$ cat src/rtl/attention_pkg.sv
// Shared types and constants for the attention stream driver.
//   drv_state_t : driver FSM states
//   DATA_W      : Q0.7 vector element width
//   EXP_W       : UQ3.6 exp score width
//   EXP_ONE     : 1.0 in UQ3.6
package attention_pkg;

  localparam int DATA_W = 8;
  localparam int EXP_W  = 9;

  localparam logic [EXP_W-1:0] EXP_ONE = 9'h040;

  typedef enum logic [1:0] {
    IDLE     = 2'd0,
    SEND     = 2'd1,
    WAIT_RES = 2'd2,
    DONE     = 2'd3
  } drv_state_t;

endpackage

$ cat src/rtl/attention_kmem.sv
// Key register file for the attention stream driver.
// Synchronous write port, asynchronous (combinational) read port.
// Contents have no reset: keys survive a driver reset.
//   clk        : clock
//   wr_en_i    : write strobe
//   wr_addr_i  : write address (key*FEATURES + feature)
//   wr_data_i  : write data
//   rd_addr_i  : read address
//   rd_data_o  : read data, combinational
module attention_kmem import attention_pkg::*; #(
  parameter  int DEPTH = 16,
  parameter  int W     = DATA_W,
  localparam int A_W   = $clog2(DEPTH)
) (
  input  logic           clk,
  input  logic           wr_en_i,
  input  logic [A_W-1:0] wr_addr_i,
  input  logic [W-1:0]   wr_data_i,
  input  logic [A_W-1:0] rd_addr_i,
  output logic [W-1:0]   rd_data_o
);

  logic [DEPTH-1:0][W-1:0] mem_q;

  always_ff @(posedge clk) begin
    if (wr_en_i) mem_q[wr_addr_i] <= wr_data_i;
  end

  assign rd_data_o = mem_q[rd_addr_i];

endmodule

$ cat src/rtl/attention_stream_driver.sv
// Initiator-side driver for the attention score engine.
// Latches a query vector on start, then per key streams interleaved
// q[0],k[j][0],q[1],k[j][1],... bytes over a valid/ready stream, waits for
// one UQ3.6 exp score, stores it and accumulates the softmax denominator.
//
// Optional feature (macro ATTN_DRV_ARGMAX_EN): running max + index of the
// largest score, first maximum wins on ties. Undefined: argmax_o tied to 0.
//
// FEATURES and NUM_KEYS are expected to be >= 2.
//
// Ports:
//   clk, rst_n     : clock, async active-low reset
//   start_i        : begin a run (IDLE only), latches q_vec_i
//   q_vec_i        : query vector, element f at [f*DATA_W +: DATA_W]
//   k_wr_*         : key memory write port (ignored while busy_o)
//   m_data_o/m_vld_o/m_rdy_i : byte stream to the engine
//   s_data_i/s_vld_i/s_rdy_o : score stream from the engine
//   res_addr_i/res_data_o    : combinational score read
//   sum_o          : sum of the last run's scores
//   argmax_o       : index of the largest score
//   busy_o         : run in progress (SEND, WAIT_RES, DONE)
//   done_o         : one-cycle end-of-run pulse
module attention_stream_driver #(
  parameter  int FEATURES = 4,
  parameter  int NUM_KEYS = 4,
  parameter  int DATA_W   = attention_pkg::DATA_W,
  parameter  int EXP_W    = attention_pkg::EXP_W,
  localparam int KA_W     = $clog2(NUM_KEYS*FEATURES),
  localparam int J_W      = $clog2(NUM_KEYS),
  localparam int SUM_W    = EXP_W + $clog2(NUM_KEYS)
) (
  input  logic                       clk,
  input  logic                       rst_n,
  input  logic                       start_i,
  input  logic [FEATURES*DATA_W-1:0] q_vec_i,
  input  logic                       k_wr_en_i,
  input  logic [KA_W-1:0]            k_wr_addr_i,
  input  logic [DATA_W-1:0]          k_wr_data_i,
  output logic [DATA_W-1:0]          m_data_o,
  output logic                       m_vld_o,
  input  logic                       m_rdy_i,
  input  logic [EXP_W-1:0]           s_data_i,
  input  logic                       s_vld_i,
  output logic                       s_rdy_o,
  input  logic [J_W-1:0]             res_addr_i,
  output logic [EXP_W-1:0]           res_data_o,
  output logic [SUM_W-1:0]           sum_o,
  output logic [J_W-1:0]             argmax_o,
  output logic                       busy_o,
  output logic                       done_o
);

  import attention_pkg::*;

  // beat[0] selects query (0) / key (1); beat[B_W-1:1] is the element index
  localparam int F_W  = $clog2(FEATURES);
  localparam int B_W  = F_W + 1;
  localparam logic [B_W-1:0] LAST_BEAT = B_W'(2*FEATURES - 1);
  localparam logic [J_W-1:0] LAST_KEY  = J_W'(NUM_KEYS - 1);

  drv_state_t                           state_q;
  logic [J_W-1:0]                       j_q;
  logic [B_W-1:0]                       beat_q;
  logic [FEATURES-1:0][DATA_W-1:0]      qv_q;
  logic [NUM_KEYS-1:0][EXP_W-1:0]       score_q;
  logic [SUM_W-1:0]                     sum_q;

  logic [F_W-1:0]    elem;
  logic [KA_W-1:0]   k_rd_addr;
  logic [DATA_W-1:0] k_rd_data;
  logic              start_ok;
  logic              capture;

  assign elem      = beat_q[B_W-1:1];
  assign k_rd_addr = KA_W'(j_q) * KA_W'(FEATURES) + KA_W'(elem);
  assign start_ok  = (state_q == IDLE) && start_i;
  assign capture   = (state_q == WAIT_RES) && s_vld_i;

  // Writes are blocked outside IDLE so the key under transfer cannot change.
  attention_kmem #(
    .DEPTH (NUM_KEYS*FEATURES),
    .W     (DATA_W)
  ) u_kmem (
    .clk       (clk),
    .wr_en_i   (k_wr_en_i && (state_q == IDLE)),
    .wr_addr_i (k_wr_addr_i),
    .wr_data_i (k_wr_data_i),
    .rd_addr_i (k_rd_addr),
    .rd_data_o (k_rd_data)
  );

  always_ff @(posedge clk or negedge rst_n) begin
    if (!rst_n) begin
      state_q <= IDLE;
      j_q     <= '0;
      beat_q  <= '0;
      qv_q    <= '0;
      score_q <= '0;
      sum_q   <= '0;
    end else begin
      case (state_q)
        IDLE: begin
          if (start_i) begin
            qv_q    <= q_vec_i;
            sum_q   <= '0;
            j_q     <= '0;
            beat_q  <= '0;
            state_q <= SEND;
          end
        end
        SEND: begin
          // beat_q only moves on a handshake, which keeps m_data_o stable
          if (m_rdy_i) begin
            if (beat_q == LAST_BEAT) begin
              beat_q  <= '0;
              state_q <= WAIT_RES;
            end else begin
              beat_q <= beat_q + 1'b1;
            end
          end
        end
        WAIT_RES: begin
          if (s_vld_i) begin
            score_q[j_q] <= s_data_i;
            sum_q        <= sum_q + SUM_W'(s_data_i);
            j_q          <= j_q + 1'b1;
            state_q      <= (j_q == LAST_KEY) ? DONE : SEND;
          end
        end
        DONE:    state_q <= IDLE;
        default: state_q <= IDLE;
      endcase
    end
  end

  // Stream controls decode straight from the state register, so an async
  // reset drops them immediately.
  assign m_vld_o    = (state_q == SEND);
  assign s_rdy_o    = (state_q == WAIT_RES);
  assign busy_o     = (state_q != IDLE);
  assign done_o     = (state_q == DONE);
  assign m_data_o   = m_vld_o ? (beat_q[0] ? k_rd_data : qv_q[elem]) : '0;
  assign res_data_o = score_q[res_addr_i];
  assign sum_o      = sum_q;

`ifdef ATTN_DRV_ARGMAX_EN
  logic [EXP_W-1:0] max_q;
  logic [J_W-1:0]   arg_q;

  // Strict greater-than: an equal later score never displaces the first max.
  always_ff @(posedge clk or negedge rst_n) begin
    if (!rst_n) begin
      max_q <= '0;
      arg_q <= '0;
    end else if (start_ok) begin
      max_q <= '0;
      arg_q <= '0;
    end else if (capture && (s_data_i > max_q)) begin
      max_q <= s_data_i;
      arg_q <= j_q;
    end
  end

  assign argmax_o = arg_q;
`else
  logic unused_argmax;
  assign unused_argmax = start_ok ^ capture;
  assign argmax_o      = '0;
`endif

endmodule
$ cat config.mk
export PLATFORM = sky130hd
export DESIGN_NAME = attention_stream_driver
export DESIGN_NICKNAME = d
export VERILOG_FILES = /design/src/rtl/attention_pkg.sv /design/src/rtl/attention_kmem.sv /design/src/rtl/attention_stream_driver.sv
export SDC_FILE = /design/constraint.sdc
export NUM_CORES = 1
export LEC_CHECK = 0
export BUFFER_PORTS_ARGS = -buffer_cell sky130_fd_sc_hd__buf_2
export CELL_PAD_IN_SITES_DETAIL_PLACEMENT = 1
export CELL_PAD_IN_SITES_GLOBAL_PLACEMENT = 2
export CORE_AREA = 2 2 155 157
export CTS_CLUSTER_DIAMETER = 60
export CTS_CLUSTER_SIZE = 28
export DETAILED_ROUTE_END_ITERATION = 8
export DIE_AREA = 0 0 157 159
export PLACE_DENSITY = 0.84
export SLEW_MARGIN = 10
export SYNTH_ARGS = -nofsm -noshare
export SYNTH_HDL_FRONTEND = slang
export SYNTH_SLANG_ARGS = --single-unit
$ cat constraint.sdc
create_clock -name clk -period 2.6 [get_ports clk]
set_input_delay 0.26 -clock clk [delete_from_list [all_inputs] [get_ports clk]]
set_output_delay 0.26 -clock clk [all_outputs]
set_load 0.02 [all_outputs]
**Yosys cells after proc, flatten, opt, wreduce, memory -nomap -nowiden**

Cells that the tools add are included.

- Register bits: 214
- Latch bits: 0
- Bits in writable memories: 0
- Bits in read-only memories: 0
- Word-level logic and storage cells: 90
- Memories kept: 0

- Add/subtract/negate cells: 4
- Multiply operators: 0
- Divide/modulo/power cells: 0
- Order comparisons: 7
- Equal/unequal tests: 9
- Shifts and indexed selects: 0
- Multiplexer cells: 30
- Bitwise operators: 0
- Reduce and logical (&&, ||, !) cells: 12

Operator list:

| cell | number |
|---|---|
| bitwise mux 128 bit | 1 |
| two-way mux 8 bit | 5 |
| bitwise mux 36 bit | 1 |
| binary-select mux 8 bit (select 4 bit) | 1 |
| demux 8 bit (select 4 bit) | 1 |
| two-way mux 11 bit | 2 |
| one-hot mux 11 bit (2 select lines) | 1 |
| binary-select mux 9 bit (select 2 bit) | 1 |
| demux 9 bit (select 2 bit) | 1 |
| two-way mux 9 bit | 2 |
| binary-select mux 8 bit (select 2 bit) | 1 |
| two-way mux 2 bit | 7 |
| adder 11 x 9 -> 11 bit | 1 |
| < comparator 4 x 5 -> 1 bit (second input constant) | 2 |
| < comparator 2 x 3 -> 1 bit (second input constant) | 3 |
| two-way mux 3 bit | 3 |
| one-hot mux 2 bit (4 select lines) | 1 |
| == test 2 bit (second input constant) | 3 |
| one-hot mux 3 bit (2 select lines) | 1 |
| AND reduction 3 bit | 2 |
| nonzero test 2 bit | 3 |
| adder 4 x 2 -> 4 bit | 1 |
| greater-or-equal comparator 4 x 1 -> 1 bit (second input constant) | 1 |
| != test 2 x 1 -> 1 bit (second input constant) | 2 |
| 11 further kinds | 15 |

**Longest topological paths before layout**

- Depth after elaboration: 5
- Depth in mapped cells: 7
- Depth with buffers taken out: 7

**Cells and area by module**

Synthesis repeated with hierarchy kept, for this count alone.

- Cell total of the unflattened synthesis: 537
- Area, all modules: 9,275.1 um2

Modules (own cells, without submodules):

| module | times used | cells an instance | area each (um2) | seq. area each (um2) |
|---|---|---|---|---|
| attention_kmem | 1 | 226 | 5,009.8 | 3,843.7 |
| attention_stream_driver | 1 | 311 | 4,265.3 | 2,152.1 |

**Worst setup path after synthesis**

Ideal clock, no wire load.

- Path kind: register to register
- Start: register sum_q[0], in the netlist sum_o[0]
- End: register sum_q[10], in the netlist sum_o[10]
- Data arrival time: 1.972 ns
- Required time: 2.464 ns
- Slack: 0.492 ns
- Cell stages (with the launch flop): 8
- Cell sequence: dfrtp_1 -> ha_1 -> fa_1 -> a211oi_1 -> o21bai_1 -> a21oi_1 -> o41ai_1 -> mux2i_1

- Cells in the longest elaborated chain, start to end: 3

RTL lines:

| what | RTL line | RTL |
|---|---|---|
| from (decl) | attention_stream_driver.sv:66 | `logic [SUM_W-1:0] sum_q;` |
| from (signal assigned) | attention_stream_driver.sv:125 | `sum_q <= sum_q + SUM_W'(s_data_i);` |
| adder 11 x 9 -> 11 bit | attention_stream_driver.sv:125 |  |
| two-way mux 11 bit | attention_stream_driver.sv:123 | `if (s_vld_i) begin` |
| one-hot mux 11 bit (2 select lines) | attention_stream_driver.sv:101 | `case (state_q)` |

Every way passes these cells. The select of a mux whose other input is x is not followed.
A chain may end at the register's enable or synchronous reset.

**Worst setup path in the final report**

- Start: register beat_q[1]
- End: output port m_data_o[1]

- Cells in the longest elaborated chain, start to end: 5
- Elaborated cells between the ends (all ways): 7
- Classes of those cells: add/sub: 1; mux: 6

RTL lines:

| what | RTL line | RTL |
|---|---|---|
| from (decl) | attention_stream_driver.sv:63 | `logic [B_W-1:0] beat_q;` |
| from (signal assigned) | attention_stream_driver.sv:118 | `beat_q <= beat_q + 1'b1;` |
| adder 4 x 2 -> 4 bit | attention_stream_driver.sv:75 | `assign k_rd_addr = KA_W'(j_q) * KA_W'(FEATURES) + KA_W'(elem);` |
| binary-select mux 8 bit (select 4 bit) | attention_kmem.sv:29 | `assign rd_data_o = mem_q[rd_addr_i];` |
| two-way mux 8 bit (implied by the code) | attention_kmem.sv:29 |  |
| two-way mux 8 bit * (2 in series) | attention_stream_driver.sv:142 | `assign m_data_o = m_vld_o ? (beat_q[0] ? k_rd_data : qv_q[elem]) : '0;` |
| to (decl) | attention_stream_driver.sv:39 | `output logic [DATA_W-1:0] m_data_o,` |

Mark *: on every way between the ends. The rest lies on a longest branch, timed or not. The select of a mux whose other input is x is not followed.

==> flow_summary.yaml <==
run_status:
  status: "finished with violations"
  failed_checks: "negative setup slack"
timing:
  finalSetupViolCount: 4
  hold_viol_final: 0
  tightest_slew_ns: 0.946
  worst_slack_ns: -0.0867
  relSlewSlack_pct: 36.7
  slew_violations: 0
  rsz0062_at_grt: "true"
  hold_slack_ns: 0.0275
  fmax_mhz: 372
  skew_ns: 0.0199
  post-route-period-util_pct: 103
  period_minus_slack_ns: 2.69
layout:
  nFillCells: 2272
  multi_input_area_um2: 3120
  drive_gt1_share_pct: 30.9
  n_antenna_cell: 0
  nets: 850
  area_growth_pct: 24.2
  regArea_um2: 6000
synthesis:
  synth_top_cell_area_share_pct: 41.6
  async_flop_share_pct: 40.2
  netlist_top_cells_area: "edfxtp_1, dfrtp_1, mux4_2"
  synth_flop_cell: "edfxtp_1"
  ys_ff_latch: 214
  yosysMostFrequentCell: "nand2_1"
  synthesis.area_um2: 9230
  synthTopCellsByCount: "nand2_1, edfxtp_1, dfrtp_1"
  syn_area_per_cell_um2: 15.1
  yosysTopAreaCell: "edfxtp_1"
  postSynthCellCount: 610
  yosysWarnings: 0
  synth_cell_types: 48
  yosysSeqAreaShare_pct: 65.0
  synth-edff-count: 128
power_and_ir_drop:
  power_frac_seq_pct: 40.6
  switching_share_pct: 32.9
  ir_drop_uv: 554
  power.net_switching_mw: 3.37
  p_int_mw: 6.87
  pwr-share-comb_pct: 28.4
  p_clk_share_pct: 31.1
  p_leak_nw: 4.82
  pwr_density_cell_nw_per_um2: 893
  total_power_mw: 10.2
grt:
  grtUsageTotal_pct: 19.6
  grt_overflow: 0
  use_met3_pct: 3.05
  met1_usage_pct: 26.0
  grt_max_degree: 46
  met2_usage_pct: 33.5
  first_global_vias: 6505
  grt_antenna_before_repair: 0
  busiest_layer: "met2"
  grt_pass1_wl_um: 37500
clocking:
  clk_latency_ns: 0.52
  cts_buffers: 20
  clockRootBuffer: "clkbuf_16"
  clk_pin_slew_worst_paths_ns: 0.08
  clk_path_buf_depth: 3
  ctsHtreeMaxLevel: 1
  cts_sinks: 214
  cts_tree: "done"
die:
  core_um2: 23200
  dieArea_um2: 25000
  rows: 56
  ios: 95
  die_y_um: 159
  start_util_pct: 39.8
  die_x_um: 157
hold_path:
  hold_class: "in2reg"
detailed_routing:
  drtAntennaViolNets: 0
  routed_wl_um: 24000
  vias: 5809
  vias_per_cell: 5.25
  dr.pass1.iters: 4
  wl_per_cell_um: 21.7
  drc: 0
  drt_iter0_markers: 405
critical_path:
  worst_ep_required_time_ns: 2.34
  crit_fanout: 6
  path_cells: "buf_6 -> mux4_2 -> nand2_2 -> nand2_2 -> a22oi_2 -> o21ai_2 -> buf_6"
  start_kind: "register"
  crit_buf_inv: 2
  slowest_stage: "dfrtp_4"
  critical_path_class: "reg2out"
  endpoint_kind: "primary output"
  crit_family: "flip-flops"
  worst_ep_arrival_time_ns: 2.43
  critPathMaxStageDelay_ns: 0.51
placement:
  port_buffers: 92
  gp_congestion: 0.791
  place_hpwl_um: 15900
flow_run:
  maxCapViolCount: 0
==> power groups by stage <==
stage / registers, mW / logic [mW] / clock network (mW)
6_report: 4.15 / 2.90 / 3.18
5_1_grt: 4.19 / 3.13 / 3.35
4_1_cts: 4.15 / 2.82 / 3.24
3_5_place_dp: 4.23 / 2.51 / 0
3_3_place_gp: 4.23 / 2.42 / 0
2_1_floorplan: 4.12 / 1.77 / 0
==> worst paths after layout <==
kind | start | end | cells after the start | slack (ns)
max in group asynchronous | rst_n | score_q[8]$_DFFE_PN0P_ | 3 | 1.67
min in group asynchronous | rst_n | sum_o[2]$_DFFE_PN0P_ | 2 | 0.30
worst max-delay path | beat_q[1]$_DFFE_PN0P_ | m_data_o[1] | 7 | -0.09
worst min register to register | qv_q[21]$_DFFE_PN0P_ | qv_q[21]$_DFFE_PN0P_ | 2 | 0.48
worst max register to register | sum_o[0]$_DFFE_PN0P_ | sum_o[6]$_DFFE_PN0P_ | 7 | 0.39
worst min-delay path | s_data_i[3] | score_q[12]$_DFFE_PN0P_ | 2 | 0.03
==> routing by layer <==
metal	vias to the layer above	routed length (um)
li1	2606	-
met1	2989	10100
met2	179	12000
met3	35	1350
met4	0	543
met5	-	0
==> logic make-up after synthesis <==
logic type,after synthesis,share of synthesized area (%)
multiplexers,95,17.5
buffers and inverters,31,1.83
AO/OA/AOI/OAI,57,4.08
adder cells (fa/ha/maj),16,2.25
other,1,0.0406
flip-flops,214,65.0
AND/OR/NAND/NOR,192,8.93
XOR/XNOR,4,0.380
==> through the flow <==
stage                     setup TNS (ns)  cells  util [%]  setup WS, ns  instance area [um2]
after floorplan                        0    611         -         0.492                 9230
after global placement                 0   1027      44.1         0.291                10200
after detailed placement               0   1027      44.1         0.193                10200
after CTS                         -0.195   1103      49.3       -0.0707                11400
after global routing              -0.624   1106      49.4        -0.131                11500
final                             -0.161   1106      49.4       -0.0867                11500
==> repair_timing <==
action                                  4_1_cts  5_1_grt
setup buffers                                 7        3
resized for setup                            17       10
endpoints found under the hold margin        76        0
endpoints found under the setup margin        8        8
hold buffers                                 33        0
pin swaps                                     4        5
==> area by class of cell <==
class                   count  share of cell area (%)
inverters                   4                   0.131
multi-input cells         366                    27.2
clock buffers              21                    4.40
clock inverters            15                    2.02
repair buffers            167                    10.4
flip-flops and latches    214                    52.3
well taps                 319                    3.48
==> cells in the final DEF, fill, tap and decap left out, types with 3 or more instances in the layout <==
cell	Yosys	final
and2_1	6	6
edfxtp_1	128	128
mux2i_1	9	8
nand2_4	3	3
nor2_1	19	19
a22oi_2	0	6
nand2_2	2	7
ha_1	15	15
buf_2	8	89
o21ai_0	5	5
buf_12	0	5
o21ai_1	18	16
clkbuf_16	0	20
inv_1	4	4
nand3_1	9	8
nand2_1	135	130
a22o_1	7	7
nor3_1	6	6
a21oi_1	3	3
buf_4	3	37
a211oi_1	5	5
dfrtp_1	86	84
mux2_1	36	36
dlygate4sd3_1	0	33
nand2b_1	3	3
mux4_2	47	49
a21o_1	3	3
xor2_1	3	3
clkinv_8	0	5
==> registers in the layout, summed over array words and instances (netlist names) <==
register,count
qv_q,32
sum_o,11
score_q,36
j_q,2
beat_q,3
state_q,2
u_kmem.mem_q,128
No activity file was read; power rests on OpenSTA's default activity.
